`src/rtl/uart_frame_pkg.sv`:
```
// Shared types and constants for the framed-command receiver.
// State encoding, default framing bytes and the length-field width helper.
package uart_frame_pkg;

    typedef enum logic [2:0] {
        HUNT     = 3'd0,
        LEN      = 3'd1,
        PAYLOAD  = 3'd2,
        CHK      = 3'd3,
        RSP_CODE = 3'd4,
        RSP_LEN  = 3'd5
    } frame_state_e;

    localparam logic [7:0] SOF_DEF = 8'hA5;
    localparam logic [7:0] ACK_DEF = 8'h06;
    localparam logic [7:0] NAK_DEF = 8'h15;

    // Width needed to hold a payload length from 0 up to max_len inclusive.
    function automatic int len_width(input int max_len);
        return $clog2(max_len + 1);
    endfunction

endpackage

```
`src/rtl/uart_frame_buf.sv`:
```
// Payload buffer: DEPTH x DATA_W register file, synchronous write and
// combinational read. Contents are not reset; only the bytes of the last
// frame are ever meaningful.
module uart_frame_buf #(
    parameter int  DATA_W = 8,
    parameter int  DEPTH  = 16,
    localparam int AW     = $clog2(DEPTH)
) (
    input  logic              i_clk,
    input  logic              i_we,
    input  logic [AW-1:0]     i_waddr,
    input  logic [DATA_W-1:0] i_wdata,
    input  logic [AW-1:0]     i_raddr,
    output logic [DATA_W-1:0] o_rdata
);

    logic [DATA_W-1:0] r_mem [DEPTH];

    // Store one payload byte per write strobe.
    always_ff @(posedge i_clk) begin
        if (i_we) begin
            r_mem[i_waddr] <= i_wdata;
        end
    end

    assign o_rdata = r_mem[i_raddr];

endmodule

```
`src/rtl/uart_frame_parser.sv`:
```
// Framed-command receiver between the UART RX and TX FIFOs.
// Hunts for SOF, collects a length-prefixed payload, checks an XOR checksum
// seeded with the length byte, and answers with a {code, len} response.
// Optional inter-byte timeout is enabled by defining UART_FRAME_TIMEOUT_EN.
module uart_frame_parser
    import uart_frame_pkg::*;
#(
    parameter int                DATA_W  = 8,
    parameter int                MAX_LEN = 16,
    parameter logic [DATA_W-1:0] SOF     = DATA_W'(SOF_DEF),
    parameter logic [DATA_W-1:0] ACK     = DATA_W'(ACK_DEF),
    parameter logic [DATA_W-1:0] NAK     = DATA_W'(NAK_DEF),
    parameter int                TIMEOUT = 1000,
    localparam int               LEN_W   = len_width(MAX_LEN),
    localparam int               AW      = $clog2(MAX_LEN)
) (
    input  logic              i_clk,
    input  logic              i_rst_n,
    input  logic              i_rx_empty,
    input  logic [DATA_W-1:0] i_r_data,
    output logic              o_rd_uart,
    input  logic              i_tx_full,
    output logic [DATA_W-1:0] o_w_data,
    output logic              o_wr_uart,
    output logic              o_frame_valid,
    output logic              o_frame_err,
    output logic [LEN_W-1:0]  o_frame_len,
    input  logic [AW-1:0]     i_pl_addr,
    output logic [DATA_W-1:0] o_pl_data,
    output logic              o_busy
);

    localparam logic [DATA_W-1:0] MAX_LEN_B = DATA_W'(MAX_LEN);
    localparam logic [DATA_W-1:0] ONE_B     = DATA_W'(1'b1);
    localparam logic [DATA_W-1:0] ZERO_B    = {DATA_W{1'b0}};

    frame_state_e      r_state;
    logic [DATA_W-1:0] r_len;
    logic [DATA_W-1:0] r_chk;
    logic [DATA_W-1:0] r_idx;
    logic [DATA_W-1:0] r_w_data;
    logic              r_frame_valid;
    logic              r_frame_err;
    logic [LEN_W-1:0]  r_frame_len;

    logic w_consume;
    logic w_pop;
    logic w_push;
    logic w_len_bad;
    logic w_buf_we;
    logic w_tmo_hit;

    // The RX head byte is taken on the same edge that pops it, so the pop is
    // a direct decode of state and FIFO status; held low during reset.
    assign w_consume = (r_state == HUNT) || (r_state == LEN) ||
                       (r_state == PAYLOAD) || (r_state == CHK);
    assign w_pop     = w_consume && !i_rx_empty && i_rst_n;
    assign w_push    = ((r_state == RSP_CODE) || (r_state == RSP_LEN)) && !i_tx_full;
    assign w_len_bad = (i_r_data == ZERO_B) || (i_r_data > MAX_LEN_B);
    assign w_buf_we  = w_pop && (r_state == PAYLOAD);

`ifdef UART_FRAME_TIMEOUT_EN
    localparam int TMO_W = $clog2(TIMEOUT);
    logic [TMO_W-1:0] r_tmo_cnt;
    logic             w_waiting;

    assign w_waiting = ((r_state == LEN) || (r_state == PAYLOAD) ||
                        (r_state == CHK)) && i_rx_empty;
    assign w_tmo_hit = w_waiting && (r_tmo_cnt == TMO_W'(TIMEOUT - 1));

    // Idle-cycle counter inside a frame; any pop or state change clears it.
    always_ff @(posedge i_clk or negedge i_rst_n) begin
        if (!i_rst_n) begin
            r_tmo_cnt <= {TMO_W{1'b0}};
        end else if (w_waiting && !w_tmo_hit) begin
            r_tmo_cnt <= r_tmo_cnt + TMO_W'(1'b1);
        end else begin
            r_tmo_cnt <= {TMO_W{1'b0}};
        end
    end
`else
    logic w_unused_timeout;
    assign w_tmo_hit        = 1'b0;
    assign w_unused_timeout = (TIMEOUT != 0);
`endif

    // Frame FSM: byte capture, checksum, response sequencing and status pulses.
    always_ff @(posedge i_clk or negedge i_rst_n) begin
        if (!i_rst_n) begin
            r_state       <= HUNT;
            r_len         <= ZERO_B;
            r_chk         <= ZERO_B;
            r_idx         <= ZERO_B;
            r_w_data      <= ZERO_B;
            r_frame_valid <= 1'b0;
            r_frame_err   <= 1'b0;
            r_frame_len   <= {LEN_W{1'b0}};
        end else begin
            r_frame_valid <= 1'b0;
            r_frame_err   <= 1'b0;
            case (r_state)
                HUNT: begin
                    if (w_pop && (i_r_data == SOF)) begin
                        r_state <= LEN;
                    end
                end
                LEN: begin
                    if (w_pop) begin
                        r_len <= i_r_data;
                        r_chk <= i_r_data;
                        if (w_len_bad) begin
                            r_frame_err <= 1'b1;
                            r_w_data    <= NAK;
                            r_state     <= RSP_CODE;
                        end else begin
                            r_idx   <= ZERO_B;
                            r_state <= PAYLOAD;
                        end
                    end
                end
                PAYLOAD: begin
                    if (w_pop) begin
                        r_chk <= r_chk ^ i_r_data;
                        r_idx <= r_idx + ONE_B;
                        if (r_idx == (r_len - ONE_B)) begin
                            r_state <= CHK;
                        end
                    end
                end
                CHK: begin
                    if (w_pop) begin
                        if (i_r_data == r_chk) begin
                            r_frame_valid <= 1'b1;
                            r_frame_len   <= r_len[LEN_W-1:0];
                            r_w_data      <= ACK;
                        end else begin
                            r_frame_err <= 1'b1;
                            r_w_data    <= NAK;
                        end
                        r_state <= RSP_CODE;
                    end
                end
                RSP_CODE: begin
                    if (!i_tx_full) begin
                        r_w_data <= r_len;
                        r_state  <= RSP_LEN;
                    end
                end
                RSP_LEN: begin
                    if (!i_tx_full) begin
                        r_state <= HUNT;
                    end
                end
                default: begin
                    r_state <= HUNT;
                end
            endcase
            if (w_tmo_hit) begin
                r_frame_err <= 1'b1;
                r_state     <= HUNT;
            end
        end
    end

    uart_frame_buf #(
        .DATA_W (DATA_W),
        .DEPTH  (MAX_LEN)
    ) u_buf (
        .i_clk   (i_clk),
        .i_we    (w_buf_we),
        .i_waddr (r_idx[AW-1:0]),
        .i_wdata (i_r_data),
        .i_raddr (i_pl_addr),
        .o_rdata (o_pl_data)
    );

    assign o_rd_uart     = w_pop;
    assign o_wr_uart     = w_push;
    assign o_w_data      = r_w_data;
    assign o_frame_valid = r_frame_valid;
    assign o_frame_err   = r_frame_err;
    assign o_frame_len   = r_frame_len;
    assign o_busy        = (r_state != HUNT);

endmodule
```
`config.mk`:
```
export PLATFORM = sky130hd
export DESIGN_NAME = uart_frame_parser
export DESIGN_NICKNAME = d
export VERILOG_FILES = /design/src/rtl/uart_frame_pkg.sv /design/src/rtl/uart_frame_buf.sv /design/src/rtl/uart_frame_parser.sv
export SDC_FILE = /design/constraint.sdc
export NUM_CORES = 1
export LEC_CHECK = 0
export ABC_CLOCK_PERIOD_IN_PS = 2100
export CAP_MARGIN = 30
export CORE_ASPECT_RATIO = 1.75
export CORE_MARGIN = 2
export CORE_UTILIZATION = 54
export DETAILED_ROUTE_END_ITERATION = 10
export PLACE_DENSITY = 0.76
export SETUP_SLACK_MARGIN = 0.05
export SYNTH_ARGS = -nofsm -noshare
export SYNTH_HDL_FRONTEND = slang
export SYNTH_SLANG_ARGS = --single-unit
```
`constraint.sdc`:
```
create_clock -name i_clk -period 2.1 [get_ports i_clk]
set_input_delay 0.21 -clock i_clk [delete_from_list [all_inputs] [get_ports i_clk]]
set_output_delay 0.21 -clock i_clk [all_outputs]
set_load 0.05 [all_outputs]
```
==> summary.txt <==
Global routing
  • Grt total ovfl: 0
  • First-pass GRT wire length: roughly 26000 microns
  • Vias in the first global route: roughly 4500
  • Initial antenna violation count: 0
  • Total GRT Usage: between 20% and 30%
  • Largest net degree at the start of global routing: 43

Logic synthesis
  • Prevailing post-synth register cell: edfxtp_1
  • Flops & latches, synth: 170
  • Sequential-to-total area share from yosys stat: roughly 67%
  • Ys async rst share: around a quarter
  • Synth Instances: approximately 450
  • Post-synthesis cell area: 7320 sq um
  • EDFF count, synth: between 100 and 150
  • Syn avg cell area: between 15 and 20 sq um
  • Synth warn: 0
  • Post-synth cell types: 58
  • Mapped Nets: between 400 and 500

Worst setup path
  • FF-to-FF Start: r_state[2]
  • R2R depth: 4
  • Crit path from: u_buf.r_mem[11][2]
  • Slowest CP cell: mux4_2
  • CP required: 1890 ps
  • CP endpoint kind: primary output
  • Critical path's most frequent cell: mux4_2
  • Crit path kind: flip-flop to primary output
  • Crit path arrival time: 2020 ps
  • CP Cell Sequence: mux4_2 > mux4_2 > buf_6
  • Startpoint Class: flip-flop
  • CP max stage delay: between 500 and 600 ps
  • Crit path max fanout: 1

STA
  • Hold WS: ~380 ps
  • Setup ws final: -127 ps
  • Max frequency: 449 MHz
  • Measured slew at the worst slew-check pin: between 500 and 600 ps
  • Worst Skew: about 12 ps
  • Final period util: 106%
  • Pins over their slew limit: 0
  • Slew headroom: between 60 and 70%
  • Hold Violations, Final: 0
  • Setup violators final: 8
  • Post-layout min period: between 2000 and 2500 ps
  • RSZ-0062 raised after global routing: yes

CTS
  • Clk slew on worst S/H paths: around 70 ps
  • Clock Tree Buf Depth: 2
  • CTS buffer count: 17
  • Postcts setup bufs: 0
  • Clk_lat worst skew: 430 ps
  • Root Driver: clkbuf_16
  • CTS H-tree lvls: 4
  • CTS tree: built
  • Num Clock Sinks: 170

Final layout
  • ANT cells: 0
  • Final Util: just under 70%
  • P&R area growth vs syn: 24.6%
  • Final std cell area, no fill: between 9000 and 10000 sq um
  • Fin nets: between 500 and 600
  • Layout cells sized above 1: between 30 and 40%

Routing
  • First-pass DRT Iterations: 4
  • Met1 WL: slightly below 6000 microns
  • Via count: 4310
  • Vias per cell: roughly 6
  • Routed Antenna Nets: 0
  • WL met2: around 9300 microns
  • WL per Instance: 22.6 microns
  • Iteration-0 DRC Markers: 280
  • Highest routed metal layer: met4
  • WL met3: ~690 microns
  • Post-Route WL: ~17000 microns
  • DRC viols: 0

Floorplan
  • Top-Level Pins: 42
  • Initial Util: around 55%
  • FP Rows: 56
  • Die area: ~15000 sq um
  • Die H: 158 microns
  • Chip width: slightly above 90 microns
  • Core Box Area: around 13000 sq um

Run status
  • Failing checks: negative setup slack
  • Status: complete, but fails checks

Job
  • # Max-Cap Violations: 0

Placement
  • Port Buffer Count: approximately 40
  • RePlAce Congestion: around 0.9
  • DP HPWL: roughly 12000 microns
  • Pre-CTS setup slack: -253 ps
  • Placement Cell Area: ~8400 sq um

Power and ir drop
  • PwrDens: about 1000 nW/um^2
  • Switch Pwr: between 2 and 3 mW
  • Combinational Power Share: 23.3%
  • Int Power: around 6.4 mW
  • Share of power burned in registers: between 40% and 50%
  • Peak VDD IR: slightly below 0.9 mV
  • Clk network pwr share: around 33%
  • LEAKAGE: between 3 and 4 nW
  • Switching Fraction: about 31%

Min path
  • Hold WC Path Type: input port to flip-flop
  • Hold depth: 4
  • Hold path startpoint: i_rst_n
logic make-up after synthesis:
family                   share of synthesized area [%]
flip-flops                                        66.9
buffers and inverters                             2.50
multiplexers                                      14.9
AND/OR/NAND/NOR                                   7.27
AO/OA/AOI/OAI                                     4.93
XOR/XNOR                                          2.51
adder cells (fa/ha/maj)                          0.992
cells in the final DEF, fill, tap and decap left out, types with 3 or more instances in the layout:
master           netlist  final
mux2_1                 3      3
a21oi_1               22     21
buf_6                  3      9
inv_8                  0      5
inv_6                  0      3
clkdlybuf4s50_1        0     27
clkbuf_16              0     17
and2_2                 0      3
edfxtp_1             128    128
mux2_2                 8      8
xnor2_1               14     14
dfrtp_1               42     42
xor2_1                 7      7
nand2_1               18     18
nand3_1                9      9
o21ai_1                5      5
nor4_1                 3      3
and3_1                 5      4
and2_4                 0      5
nand2b_1               3      3
and2_1                15      7
nand4_1                3      3
nor2_1                10     10
buf_4                  1     51
or3_1                  5      5
o21ai_0               16     16
a21oi_2                2      3
clkinv_8               0      4
inv_1                 14     14
ha_1                   5      5
mux4_2                40     40
buf_12                 0     12
mux2i_1                5      5
timing repair:
item | in CTS | in global routing
gates cloned | 1 | 0
setup endpoints to repair | 73 | 71
gates resized for setup | 16 | 8
hold buffers | 2 | 0
hold endpoints to repair | 42 | 0
power groups by stage:
stage	registers (mW)	logic [mW]	clock network, mW
after floorplan	4.38	1.14	0
after global placement	4.18	2.08	0
after detailed placement	4.19	2.12	0
after CTS	4.12	2.17	3.10
after global routing	4.15	2.34	3.25
final	4.13	2.18	3.05
routing by layer:
layer  track usage [%]  vias to the layer above
met5                 0                        -
met4              11.2                        0
met3              5.47                       32
met2              45.3                      138
met1              26.9                     2192
li1                  -                     1948
sequential cells by signal, indices dropped and copies added, names as in the netlist:
name           flops
u_buf.r_mem      128
o_w_data           8
r_chk              8
r_idx              8
r_len              8
o_frame_len        5
r_state            3
o_frame_err        1
o_frame_valid      1
critical path: cells and delay by family (launching register included):
kind | cells | cell delay (ps)
buf+inv | 1 | 170
flops | 1 | 410
mux | 2 | 1020
synthesized netlist by cell type (4+ instances only):
master      n  area [sq um]
nand2_1    18          67.6
mux2i_1     5          50.1
xnor2_1    14           123
o21ai_0    16          80.1
clkbuf_1   15          56.3
nand3_1     9          45.0
o21ai_1     5          25.0
ha_1        5          62.6
a21oi_1    22           110
inv_1      14          52.6
mux4_2     40           901
xor2_1      7          61.3
and2_1     15          93.8
or3_1       5          31.3
dfrtp_1    42          1050
and3_1      5          31.3
nor2_1     10          37.5
buf_2       4          20.0
mux2_2      8          90.1
edfxtp_1  128          3840
area by class of cell:
type / count / area, sq um
flip-flops and latches: 170 / 4890
fillers: 865 / 4200
multi-input cells: 238 / 2290
repair buffers: 105 / 1060
clock buffers: 17 / 425
well taps: 174 / 218
clock inverters: 15 / 170
inverters: 15 / 57.6
stage by stage:
step                      TNS, ps  total power [mW]  instances
final                        -807              9.36        734
after global routing        -1130              9.74        734
after CTS                   -1010              9.40        734
after detailed placement   -27190              6.31        699
after global placement     -23250              6.26        699
after floorplan                 0              5.51        448
path summary, 6_finish.rpt:
kind	to	slack, ps
worst max-delay path	o_pl_data[2]	-130
worst min-delay path	r_idx[4]	380
worst max register to register	u_buf.r_mem[10][1]	110
worst min register to register	o_frame_len[1]	500
max in group asynchronous	r_len[7]	1460
min in group asynchronous	r_chk[3]	420
Power figures use the tool's default switching activity.
